### src/rtl/fp_round_stage.sv
// Rounding stage behind the 12-bit int-to-float converter: round-half-up with
// exponent carry and saturation, a 2-entry output FIFO and a saturation event counter.
module fp_round_stage #(
  parameter int CNT_W = 8
) (
  input  logic             clk,
  input  logic             rst,
  input  logic             in_valid,
  output logic             in_ready,
  input  logic             in_s,
  input  logic [2:0]       in_e,
  input  logic [3:0]       in_f,
  input  logic             in_r,
  output logic             out_valid,
  input  logic             out_ready,
  output logic             out_s,
  output logic [2:0]       out_e,
  output logic [3:0]       out_f,
  output logic             out_sat,
  output logic [CNT_W-1:0] sat_cnt
);

  // Handshake: a transfer happens on a rising edge where valid and ready are both
  // high; ready never depends combinationally on the opposite side's ready, and a
  // presented output stays stable until it is taken.

  // Entry layout: {sat, s, e[2:0], f[3:0]}
  logic [8:0] mem [2];
  logic       wr_ptr;
  logic       rd_ptr;
  logic [1:0] count;
  logic       push;
  logic       pop;
  logic [3:0] rnd_f;
  logic [2:0] rnd_e;
  logic       rnd_sat;

  always_comb begin
    rnd_f   = in_f;
    rnd_e   = in_e;
    rnd_sat = 1'b0;
    if (in_r) begin
      if (in_f != 4'b1111) begin
        rnd_f = in_f + 4'd1;
      end else if (in_e != 3'b111) begin
        // Significand overflow renormalises to 1.000 with the next exponent
        rnd_f = 4'b1000;
        rnd_e = in_e + 3'd1;
      end else begin
        rnd_sat = 1'b1;
      end
    end
  end

  assign in_ready  = ~rst & (count != 2'd2);
  assign out_valid = (count != 2'd0);
  assign push      = in_valid & in_ready;
  assign pop       = out_valid & out_ready;

  assign {out_sat, out_s, out_e, out_f} = mem[rd_ptr];

  always_ff @(posedge clk) begin
    if (rst) begin
      mem[0]  <= '0;
      mem[1]  <= '0;
      wr_ptr  <= 1'b0;
      rd_ptr  <= 1'b0;
      count   <= 2'd0;
      sat_cnt <= '0;
    end else begin
      if (push) begin
        mem[wr_ptr] <= {rnd_sat, in_s, rnd_e, rnd_f};
        wr_ptr      <= ~wr_ptr;
      end
      if (pop) begin
        rd_ptr <= ~rd_ptr;
      end
      case ({push, pop})
        2'b10:   count <= count + 2'd1;
        2'b01:   count <= count - 2'd1;
        default: count <= count;
      endcase
      if (push && rnd_sat && (sat_cnt != {CNT_W{1'b1}})) begin
        sat_cnt <= sat_cnt + 1'b1;
      end
    end
  end

endmodule

### config.mk
export PLATFORM = sky130hd
export DESIGN_NAME = fp_round_stage
export DESIGN_NICKNAME = d
export VERILOG_FILES = /design/src/rtl/fp_round_stage.sv
export SDC_FILE = /design/constraint.sdc
export NUM_CORES = 1
export LEC_CHECK = 0
export ABC_AREA = 1
export CORE_MARGIN = 10
export CORE_UTILIZATION = 51
export CTS_CLUSTER_DIAMETER = 80
export DETAILED_ROUTE_END_ITERATION = 8
export HOLD_SLACK_MARGIN = 0.1
export PLACE_DENSITY = 0.77
export SETUP_SLACK_MARGIN = 0.4
export SLEW_MARGIN = 20
export SYNTH_ARGS = -nofsm -noshare
export SYNTH_HDL_FRONTEND = slang
export SYNTH_SLANG_ARGS = --single-unit
### constraint.sdc
create_clock -name clk -period 1.78 [get_ports clk]
set_input_delay 0.356 -clock clk [delete_from_list [all_inputs] [get_ports clk]]
set_output_delay 0.356 -clock clk [all_outputs]
set_load 0.005 [all_outputs]
==> metrics.md <==
| Metric | Value |
|---|---|
| Status | finished clean |
| Worst path slowest cell | dfxtp_4 |
| Initial DRC count | 187 |
| Die X | 77.1 um |
| Port Buffers | 31 |
| Critical Path Sink | out_e[1] |
| Leakage power | 1.25 nW |
| Grt ovf | 0 |
| Startpoint Class | flop |
| Yosys warns | 0 |
| Clk slew on worst S/H paths | 100 ps |
| Final Critical Period | 1730 ps |
| Cell count after synthesis | 193 |
| R2R Path Start | count[1]$_SDFFE_PP0P_ |
| Net Count, Synth | 210 |
| Clk_lat worst skew | 340 ps |
| Critical Setup Path Class | flop to output port |
| Max Cap Viol | 0 |
| Clock root buffer | clkbuf_4 |
| FF+latch count, synth | 31 |
| Drt drc | 0 |
| Largest fanout on the critical path | 4 |
| RSZ-0062 raised after global routing | true |
| # rows | 20 |
| DRT Pass-1 Iters | 4 |
| Sequential fraction of the synthesis area | 0.481 |
| Levels on crit path | 4 |
| Routed len/inst | 17.5 um |
| Clk sinks | 31 |
| ANT nets after route | 0 |
| Area of the die | 0.00595 mm2 |
| Delay-heaviest family, CP | flip-flops |
| Num CTS Buffers | 5 |
| Final GP Congestion | 0.775 |
| Final setup fails | 0 |
| R2r endpoint | sat_cnt[7]$_SDFFE_PP0P_ |
| Area grow syn2layout | 62.6% |
| Vias in the first global route | 1,665 |
| First-pass GRT wire length | 7590 um |
| CP Buf/Inv Count | 3 |
| Initial antenna violation count | 0 |
| Die Ht | 77.1 um |
| Synth cell types | 25 |
| Largest net degree at the start of global routing | 13 |
| TNS Setup | 0 ps |
| Crit end category | output port |
| Mean Syn Cell Area | 8.62 um2 |
| Final layout net count | 282 |
| CTS Buffer Depth | 2 |
| Rel. slew slack | 0.784 |
| Reg2reg setup slack | 390 ps |
| Max IR drop VDD | 0.000458 V |
| Share of layout cells above drive strength 1 | 0.500 |
| Vias per inst | 5.37 |
| IO Pins | 32 |
| Final Max Slew Viols | 0 |
| Clock skew | 16.8 ps |
| Placed insts | 278 |
| Final WL | 5430 um |
| Initial core utilization | 0.541 |
| Worst path cell trace | buf_12 > buf_16 > mux2_4 > buf_6 |
| Arrival @ worst endpoint | 1370 ps |
| Cells on worst reg2reg path | 9 |
| Crit path largest cell delay | 370 ps |
| N_diodes | 0 |
| Tot GR Track Use | 0.157 |
| Final Cycle Share | 0.970 |
| Fmax | 579 MHz |
| DP Wirelength | 2900 um |
| Via count | 1,666 |
| Slew at the pin closest to its max-slew limit | 323 ps |
| WHS Path Cells | 2 |
| CTS tree | built |
| Worst EP required | 1420 ps |
| Syn Std Cell Area | 0.00166 mm2 |
| Finished Layout Cells | 310 |
| Hold wc startpoint | rst |
| Hold Crit Class | input port to flop |
| Final hold viol count | 0 |
| Cell Pwr Density | 667 mW/mm2 |
| CTS HTree Levels | 2 |
| Placeable Area | 0.00308 mm2 |
==> metrics by stage <==
step / hold WS [ps] / util / area [um2] / power [mW] / worst slack [ps]
after floorplan: 426 / - / 1670 / 1.02 / 410
after global placement: 437 / 0.689 / 2120 / 1.18 / -132
after detailed placement: 446 / 0.689 / 2120 / 1.20 / -233
after CTS: 344 / 0.826 / 2540 / 1.74 / 74.0
after global routing: 359 / 0.879 / 2710 / 1.87 / 22.7
final: 351 / 0.879 / 2710 / 1.81 / 53.4
==> cells by family after synthesis <==
group	share of synthesized area
buffers and inverters	0.0827
AND/OR/NAND/NOR	0.259
flip-flops	0.481
multiplexers	0.0609
XOR/XNOR	0.0158
AO/OA/AOI/OAI	0.0699
adder cells (fa/ha/maj)	0.0301
==> worst register-to-register path, cell delays in order, from the launching register on <==
cell,delay (ps)
dfxtp_2,340
buf_6,120
nand2_4,80
nand3_4,100
buf_12,150
nor2_8,100
buf_12,140
nand3_1,100
nand2_1,90
nor2_1,40
==> cell usage after synthesis <==
| cell | n | area share |
|---|---|---|
| nand2_4 | 1 | 0.0068 |
| o21ai_0 | 4 | 0.012 |
| nand3_2 | 2 | 0.012 |
| mux2_2 | 9 | 0.061 |
| inv_1 | 28 | 0.063 |
| ha_1 | 4 | 0.030 |
| buf_8 | 1 | 0.0090 |
| edfxtp_1 | 18 | 0.32 |
| nor2_1 | 36 | 0.081 |
| nor3_1 | 2 | 0.0060 |
| a21oi_1 | 9 | 0.027 |
| buf_2 | 2 | 0.0060 |
| inv_2 | 2 | 0.0045 |
| nand2_1 | 35 | 0.079 |
| nor2_8 | 1 | 0.012 |
| dfxtp_1 | 13 | 0.16 |
| nand3_1 | 11 | 0.033 |
| a22oi_1 | 1 | 0.0045 |
| nand4_1 | 1 | 0.0038 |
| nand2_2 | 2 | 0.0075 |
| nand3_4 | 1 | 0.011 |
| nor4_1 | 1 | 0.0038 |
| a21oi_2 | 5 | 0.026 |
| xor2_1 | 3 | 0.016 |
| nor2_2 | 1 | 0.0038 |
==> state kept, by name, summed over array words and instances, names as in the netlist, named ones only <==
name,flops
sat_cnt,8
wr_ptr,1
count,2
mem,18
rd_ptr,1
==> how the worst min path moves through the flow <==
stage                                        to  slack [ps]
after CTS                 count[1]$_SDFFE_PP0P_         340
after floorplan                            flop         430
after global routing      count[1]$_SDFFE_PP0P_         360
final                     count[1]$_SDFFE_PP0P_         350
after global placement      rd_ptr$_SDFFE_PP0P_         440
after detailed placement    rd_ptr$_SDFFE_PP0P_         450
==> final cells by class <==
class | count | area, um2
Inverter | 30 | 115
Multi-Input combinational cell | 131 | 997
Sequential cell | 31 | 825
Timing Repair Buffer | 66 | 654
Clock buffer | 7 | 55.1
Fill cell | 151 | 372
Clock inverter | 1 | 5.00
Tap cell | 44 | 55.1
==> cells in the final DEF (no fill, tap or decap), types with 2 or more instances in the layout <==
master / instances
buf_4: 25
clkdlybuf4s50_1: 2
nand3_1: 5
a21oi_1: 6
inv_2: 9
nand3_2: 5
xor2_1: 2
nand2_1: 24
nor2_1: 30
clkbuf_4: 5
dfxtp_2: 7
nand2_2: 8
nor2_2: 6
edfxtp_1: 18
nand2_4: 8
buf_6: 14
inv_1: 20
ha_4: 3
nand3_4: 4
o21ai_0: 3
a21oi_2: 7
mux2_4: 9
dlygate4sd2_1: 16
dfxtp_4: 4
dfxtp_1: 2
buf_12: 4
==> per-layer routing <==
metal,routed length (um),global-route usage
met1,1870,0.152
met4,247,0.0730
met3,364,0.0420
met2,2950,0.299
met5,0,0
==> where the power goes <==
group,internal (mW),switching (mW),leakage (nW)
sequential,0.807,0.0280,0.301
combinational,0.288,0.249,0.914
clock,0.191,0.243,0.0353
total,1.29,0.520,1.25
==> timing repair <==
item / CTS / global route
hold buffers: 0 / 0
pin swaps: 14 / 15
setup endpoints to repair: 63 / 54
gates resized for setup: 127 / 36
gates cloned: 1 / 2
buffers inserted: 18 / 3
No activity file was read; power rests on OpenSTA's default activity.
